<file path="config.mk">
export PLATFORM = sky130hd
export DESIGN_NAME = bcd_display_scan
export DESIGN_NICKNAME = d
export VERILOG_FILES = /design/src/rtl/bcd_display_scan.sv
export SDC_FILE = /design/constraint.sdc
export NUM_CORES = 1
export LEC_CHECK = 0
export CORE_MARGIN = 8
export CORE_UTILIZATION = 48
export CTS_CLUSTER_DIAMETER = 100
export CTS_CLUSTER_SIZE = 20
export DETAILED_ROUTE_END_ITERATION = 12
export PLACE_DENSITY = 0.77
export SLEW_MARGIN = 25
export SYNTH_ARGS = -nofsm -noshare
export SYNTH_HDL_FRONTEND = slang
export SYNTH_SLANG_ARGS = --single-unit
</file>
<file path="constraint.sdc">
create_clock -name clk -period 3.5 [get_ports clk]
set_clock_uncertainty 0.15 [all_clocks]
set_input_delay 0.7 -clock clk [delete_from_list [all_inputs] [get_ports clk]]
set_output_delay 0.7 -clock clk [all_outputs]
set_load 0.03 [all_outputs]
</file>
<file path="src/rtl/bcd_display_scan.sv">
// Multiplexed 7-segment scanner for a BCD display with a double-buffered digit register.
// Optional leading-zero blanking is enabled by defining BCD_DISPLAY_SCAN_LZB_EN.
module bcd_display_scan #(
  parameter int numberOfDigits = 3,
  parameter int busWidth       = 4,
  parameter int scanDiv        = 4
) (
  input  logic                                     clk,
  input  logic                                     rst,
  input  logic                                     load,
  input  logic [numberOfDigits-1:0][busWidth-1:0]  digitIn,
  output logic [6:0]                               seg,
  output logic [numberOfDigits-1:0]                an,
  output logic                                     frameStart
);

  localparam int PW = (scanDiv > 1) ? $clog2(scanDiv) : 1;
  localparam int IW = (numberOfDigits > 1) ? $clog2(numberOfDigits) : 1;
  localparam logic [PW-1:0]       PRESC_LAST = PW'(scanDiv - 1);
  localparam logic [IW-1:0]       IDX_LAST   = IW'(numberOfDigits - 1);
  localparam logic [busWidth-1:0] DIGIT_MAX  = busWidth'(9);

  logic [PW-1:0]                             presc;
  logic [IW-1:0]                             idx;
  logic [numberOfDigits-1:0][busWidth-1:0]   shadow;
  logic [numberOfDigits-1:0][busWidth-1:0]   display;
  logic                                      presc_wrap;
  logic                                      frame_wrap;
  logic [busWidth-1:0]                       cur;
  logic                                      blank;

  assign presc_wrap = (presc == PRESC_LAST);
  assign frame_wrap = presc_wrap && (idx == IDX_LAST);

  // display only ever changes on the frame boundary, so a frame never tears
  always_ff @(posedge clk) begin
    if (rst) begin
      presc      <= '0;
      idx        <= '0;
      shadow     <= '0;
      display    <= '0;
      frameStart <= 1'b0;
    end else begin
      presc      <= presc_wrap ? '0 : presc + 1'b1;
      if (presc_wrap)
        idx <= (idx == IDX_LAST) ? '0 : idx + 1'b1;
      if (load)
        shadow <= digitIn;
      if (frame_wrap)
        display <= shadow;
      frameStart <= frame_wrap;
    end
  end

  assign an  = numberOfDigits'(1) << idx;
  assign cur = display[idx];

`ifdef BCD_DISPLAY_SCAN_LZB_EN
  logic [numberOfDigits-1:0] zero_from;

  // zero_from[k]: digit k and every digit above it are zero
  always_comb begin
    zero_from = '0;
    zero_from[numberOfDigits-1] = (display[numberOfDigits-1] == '0);
    for (int k = numberOfDigits - 2; k >= 0; k--)
      zero_from[k] = zero_from[k+1] && (display[k] == '0);
  end

  assign blank = (idx != '0) && zero_from[idx];
`else
  assign blank = 1'b0;
`endif

  always_comb begin
    seg = 7'h40;
    if (blank) begin
      seg = 7'h00;
    end else if (cur <= DIGIT_MAX) begin
      case (cur[3:0])
        4'd0:    seg = 7'h3F;
        4'd1:    seg = 7'h06;
        4'd2:    seg = 7'h5B;
        4'd3:    seg = 7'h4F;
        4'd4:    seg = 7'h66;
        4'd5:    seg = 7'h6D;
        4'd6:    seg = 7'h7D;
        4'd7:    seg = 7'h07;
        4'd8:    seg = 7'h7F;
        4'd9:    seg = 7'h6F;
        default: seg = 7'h40;
      endcase
    end
  end

endmodule

</file>
==> impl_metrics.yaml, run 1 <==
outcome:
  status: "completed"
hold_path:
  min_from: "presc[0]$_SDFF_PP0_"
  whs_path_depth: 1
  min_path_type: "register to register"
  holdPathEnd: "presc[0]$_SDFF_PP0_"
yosys:
  yosysTopAreaCellShare_pct: 42.5
  yosysTopAreaCell: "dfxtp_1"
  ys_types: 30
  seq_area_frac_synth_pct: 42.5
  netlist_area_um2: 1370
  yosysWarnings: 0
  synthCells: 152
  syn-num-nets: 174
  syn_area_per_cell_um2: 8.99
  ys_ff_latch: 29
  netlist_top_cells_area: "dfxtp_1 42%, mux2i_1 14%, nand2_1 8.2%"
floorplanning:
  die_w_um: 69.4
  core_area_um2: 2730
  initial_core_util_pct: 50.0
  dieArea_um2: 4810
  ios: 26
  rows: 19
  die_h_um: 69.4
clock_network:
  h-tree-depth: 2
  clock_latency_ns: 0.33
  cts_resized: 7
  cts.sinks: 29
  cts_hold_buf: 0
  clkTransAtPathRegs_ns: 0.09
  clk_path_buf_depth: 2
  cts_tree: "yes"
  cts_buffers: 5
  cts-root-buf: "clkbuf_4"
  postCtsSetupBuffers: 0
critical_path:
  r2r-start: "idx[1]$_SDFFE_PP0P_"
  r2r_end: "display[2]$_SDFFE_PP0P_"
  cpMostUsedCell: "a21oi_2"
  arrival_ns: 2.48
  rr_worst_depth: 5
  worstSetupStartpointType: "register"
  worst_path_max_delay_cell: "dfxtp_1"
  path_class: "register to primary output"
  r2r_slack_ns: 1.85
  crit_path_end_kind: "primary output"
  required_ns: 2.65
  cp_cell_sequence: "and2b_1 > a21oi_2 > buf_4 > ha_1 > or2_2 > a21oi_2 > o31ai_2 > dlygate4sd2_1"
  cp_max_fo: 6
  cp_slowest_stage_delay_ns: 0.44
sta:
  setup_viol: 0
  max_freq_mhz: 300
  fin_crit_ns: 3.33
  maxSlewViolCount: 0
  finalCritPeriodShare_pct: 95.2
  worst_pin_slew_ns: 0.958
  whs_ns: 0.281
  fin_tns_setup_ns: 0
  rsz0062_at_grt: "no"
  finalHoldViolCount: 0
  slew_headroom_pct: 36.0
global_route:
  grt_pass1_wl_mm: 4.95
  grt-ovfl-total: 0
  grt_max_degree: 30
  grt_pass1_vias: 1145
  gr-usage-all-layers_pct: 12.4
  antenna_found_initial: 0
final_layout:
  layout-drive-gt1-share_pct: 11.8
  nets: 199
  diodes: 0
  areaGrowthSynthToFinish_pct: 24.5
placed_design:
  gp_congestion: 0.868
  port_buffers: 25
  place_hpwl_mm: 2.18
power_and_ir_drop:
  cellPowerDensity_nw_per_um2: 408
  ir_drop_uv: 452
  p_leak_nw: 0.688
route:
  ant_nets: 0
  drt-wirelength-per-cell_um: 13.5
  vias_per_cell: 5.26
  finalWirelength_mm: 2.82
  drtIter0Drc: 35
  firstDrtPassIters: 4
  drc: 0
  num_vias: 1100
flow_run:
  drv_cap: 0
worst max-delay path by stage:
stage,from,end,slack [ns]
after floorplan,idx[1]$_SDFFE_PP0P_,seg[2],0.67
after global placement,idx[1]$_SDFFE_PP0P_,seg[0],0.27
after detailed placement,idx[1]$_SDFFE_PP0P_,seg[0],0.17
after CTS,idx[1]$_SDFFE_PP0P_,seg[0],0.05
after global routing,idx[0]$_SDFFE_PP0P_,seg[3],0.01
final,idx[0]$_SDFFE_PP0P_,seg[3],0.17
registers in the layout, indices dropped and copies added, names as in the netlist:
| signal | count |
|---|---|
| display | 12 |
| shadow | 12 |
| idx | 2 |
| frameStart | 1 |
| presc | 2 |
cell usage in the layout (no fill, tap or decap), drive strengths merged, types with 3 or more instances in the layout:
cell type / Yosys / routed
buf: 7 / 3
clkbuf: 3 / 7
nor2: 17 / 17
a2bb2oi: 3 / 3
nand2: 30 / 30
dlygate4sd2: 0 / 6
inv: 4 / 4
a21oi: 15 / 15
dfxtp: 29 / 29
mux2i: 19 / 19
ha: 7 / 7
clkdlybuf4s50: 0 / 18
stage by stage:
step,utilization (%),power [mW],instance area (um2),setup WS [ns],instances
6_report,62.2,0.695,1700,0.168,209
3_5_place_dp,59.3,0.415,1620,0.169,201
3_3_place_gp,59.3,0.412,1620,0.270,201
5_1_grt,62.2,0.727,1700,0.0136,209
4_1_cts,62.2,0.702,1700,0.0459,209
2_1_floorplan,-,0.389,1370,0.667,152
critical path: cells and delay by family (launching register included):
kind | cells | cell delay (ns)
fa+ha+maj | 1 | 0.20
compound gates | 3 | 0.38
buf+inv | 2 | 0.51
simple gates | 2 | 0.61
flops | 1 | 0.44
power breakdown:
part | internal (mW) | total [mW] | switching (mW)
registers | 0.342 | 0.349 | 0.00701
clock network | 0.170 | 0.288 | 0.118
logic | 0.0320 | 0.0576 | 0.0256
per-layer routing:
metal / global-route usage, % / vias up / part of all wire, %
li1: - / 562 / -
met5: 0 / - / 0
met2: 21.6 / 28 / 52
met1: 12.2 / 504 / 40
met3: 5.72 / 6 / 5.8
met4: 5.69 / 0 / 1.8
synth_stat cells (all sizes together):
cell and n:
a2bb2oi 3, a21oi 15, nand2 30, nor3 2, o32ai 1, ha 7, o22a 1, clkbuf 3
o22ai 1, a22oi 1, o31ai 1, and2 2, nand3 2, nor3b 1, or2 1, dfxtp 29
mux2 1, o2bb2ai 1, and2b 1, nor2 17, o211ai 1, inv 4, mux2i 19, buf 7
nor2b 1
logic make-up (layout without fill, tap and decap cells):
kind of cell	Yosys count	after routing	synth area share [%]
simple gates	57	57	17.5
flops	29	29	42.5
compound gates	25	25	13.6
mux	20	20	14.7
buf+inv	14	40	5.31
fa+ha+maj	7	7	6.41
layout make-up:
cell class                 instances  area, um2
clock buffer                       6       51.3
clock inverter                     2       37.5
fill                             235       1030
inverter                           4       15.0
multi-input combinational        109        717
sequential                        29        582
tap                               31       38.8
timing repair buffer              28        260
Note: power is estimated with default switching activity, not from simulation.
==> run 2, diff against run 1 <==
CAP_MARGIN = 25   (was not set)
==> results of run 2 <==
The final DEF is identical to that of run 1; final timing and power are the same.
==> run 3, diff against run 2 <==
CORE_UTILIZATION = 32   (was 48)
PLACE_DENSITY = 0.56   (was 0.77)
==> impl_metrics.yaml, run 3 (synthesis results as in run 1) <==
final_layout:
  finish.utilization_pct: 43.2
  nets: 202
  diodes: 0
  top_regs: "display (12), shadow (12)"
  final_common_cell: "nand2_1"
  layout-drive-gt1-share_pct: 12.7
  areaGrowthSynthToFinish_pct: 28.4
  layout_common_cells: "30 x nand2_1, 27 x dfxtp_1, 19 x mux2i_1"
  fin_cells: 231
clock_network:
  clkTransAtPathRegs_ns: 0.06
  clock_latency_ns: 0.27
  cts_tree: "yes"
  h-tree-depth: 2
  cts-root-buf: "clkbuf_8"
  cts_hold_buf: 0
  clk_path_buf_depth: 2
  cts.sinks: 29
  cts_buffers: 5
global_route:
  grt_pass1_wl_mm: 4.71
  grt_pass1_vias: 1052
  grt_max_degree: 30
  antenna_found_initial: 0
  gr-usage-all-layers_pct: 9.20
  grt-ovfl-total: 0
floorplanning:
  die_h_um: 81.3
  die_w_um: 81.3
  core_area_um2: 4060
  ios: 26
  rows: 23
  initial_core_util_pct: 33.7
  dieArea_um2: 6620
route:
  met3_wirelength_um: 176
  vias_per_cell: 4.68
  dr_wl_met2_mm: 1.23
  drc: 0
  top_layer: "met4"
  ant_nets: 0
  drtIter0Drc: 37
  firstDrtPassIters: 4
  finalWirelength_mm: 2.79
  drt-wirelength-per-cell_um: 12.1
  num_vias: 1081
  wl_met1_mm: 1.34
hold_path:
  min_path_type: "register to register"
critical_path:
  path_class: "register to primary output"
  arrival_ns: 2.46
  worstSetupStartpointType: "register"
  r2r_slack_ns: 1.90
  crit_path_end_kind: "primary output"
  cp_max_fo: 7
  required_ns: 2.65
power_and_ir_drop:
  p_leak_nw: 0.711
  power_uw: 663
  ir_drop_uv: 307
  cellPowerDensity_nw_per_um2: 378
sta:
  fin_crit_ns: 3.31
  finalCritPeriodShare_pct: 94.6
  maxSlewViolCount: 0
  fin_tns_setup_ns: 0
  max_freq_mhz: 302
  slew_headroom_pct: 53.4
  worst_pin_slew_ns: 0.697
  rsz0062_at_grt: "no"
  finalHoldViolCount: 0
  setup_viol: 0
placed_design:
  port_buffers: 25
  place_hpwl_mm: 2.11
  gp_congestion: 0.712
  place_inst: 222
outcome:
  status: "completed"
flow_run:
  drv_cap: 0
[run 3: cell count changes in the layout (fill, tap and decap cells not counted), sizes merged]
cell / before / now
clkinvlp: 1 / 0
bufinv: 1 / 0
buf: 3 / 6
clkinv: 0 / 2
[run 3: power breakdown]
part	internal, mW	switching (mW)
sequential	0.343	0.00817
combinational	0.0346	0.0261
clock	0.137	0.114
total	0.514	0.148
[run 3: worst max-delay path, cell delays in order (launching register included)]
cell	delay (ns)
dfxtp_2	0.40
and2b_1	0.28
a21oi_1	0.22
inv_1	0.10
ha_1	0.21
or2_2	0.33
a21oi_2	0.20
o31ai_2	0.08
dlygate4sd2_1	0.37
[run 3: layout make-up]
cell class | count | area [um2]
Sequential cell | 29 | 583
Clock inverter | 2 | 10.0
Fill cell | 397 | 2300
Inverter | 4 | 15.0
Clock buffer | 6 | 72.6
Timing Repair Buffer | 31 | 287
Multi-Input combinational cell | 109 | 724
Tap cell | 50 | 62.6
[run 3: repair_timing]
action / in CTS / in global routing
setup endpoints to repair: 7 / 6
resized for setup: 8 / 4
cloned: 0 / 0
buffers inserted: 0 / 0
[run 3: path summary, 6_finish.rpt]
kind / start / end / cells past startpoint
setup / recovery: idx[1]$_SDFFE_PP0P_ / seg[3] / 8
setup reg to reg: idx[1]$_SDFFE_PP0P_ / display[5]$_SDFFE_PP0P_ / 5
hold reg to reg: presc[0]$_SDFF_PP0_ / presc[0]$_SDFF_PP0_ / 1
hold / removal: presc[0]$_SDFF_PP0_ / presc[0]$_SDFF_PP0_ / 1
[run 3: metrics by stage]
step	cell area (um2)	hold WS (ns)	worst slack [ns]
6_report	1750	0.290	0.188
5_1_grt	1750	0.316	0.0162
4_1_cts	1740	0.282	0.0548
3_5_place_dp	1660	0.274	0.131
3_3_place_gp	1660	0.264	0.222
2_1_floorplan	1370	0.254	0.667
[run 3: layer usage]
metal	global-route usage [%]	vias up
met5	0	-
met4	5.36	0
met3	2.76	5
met2	14.1	27
met1	11.2	480
li1	-	569
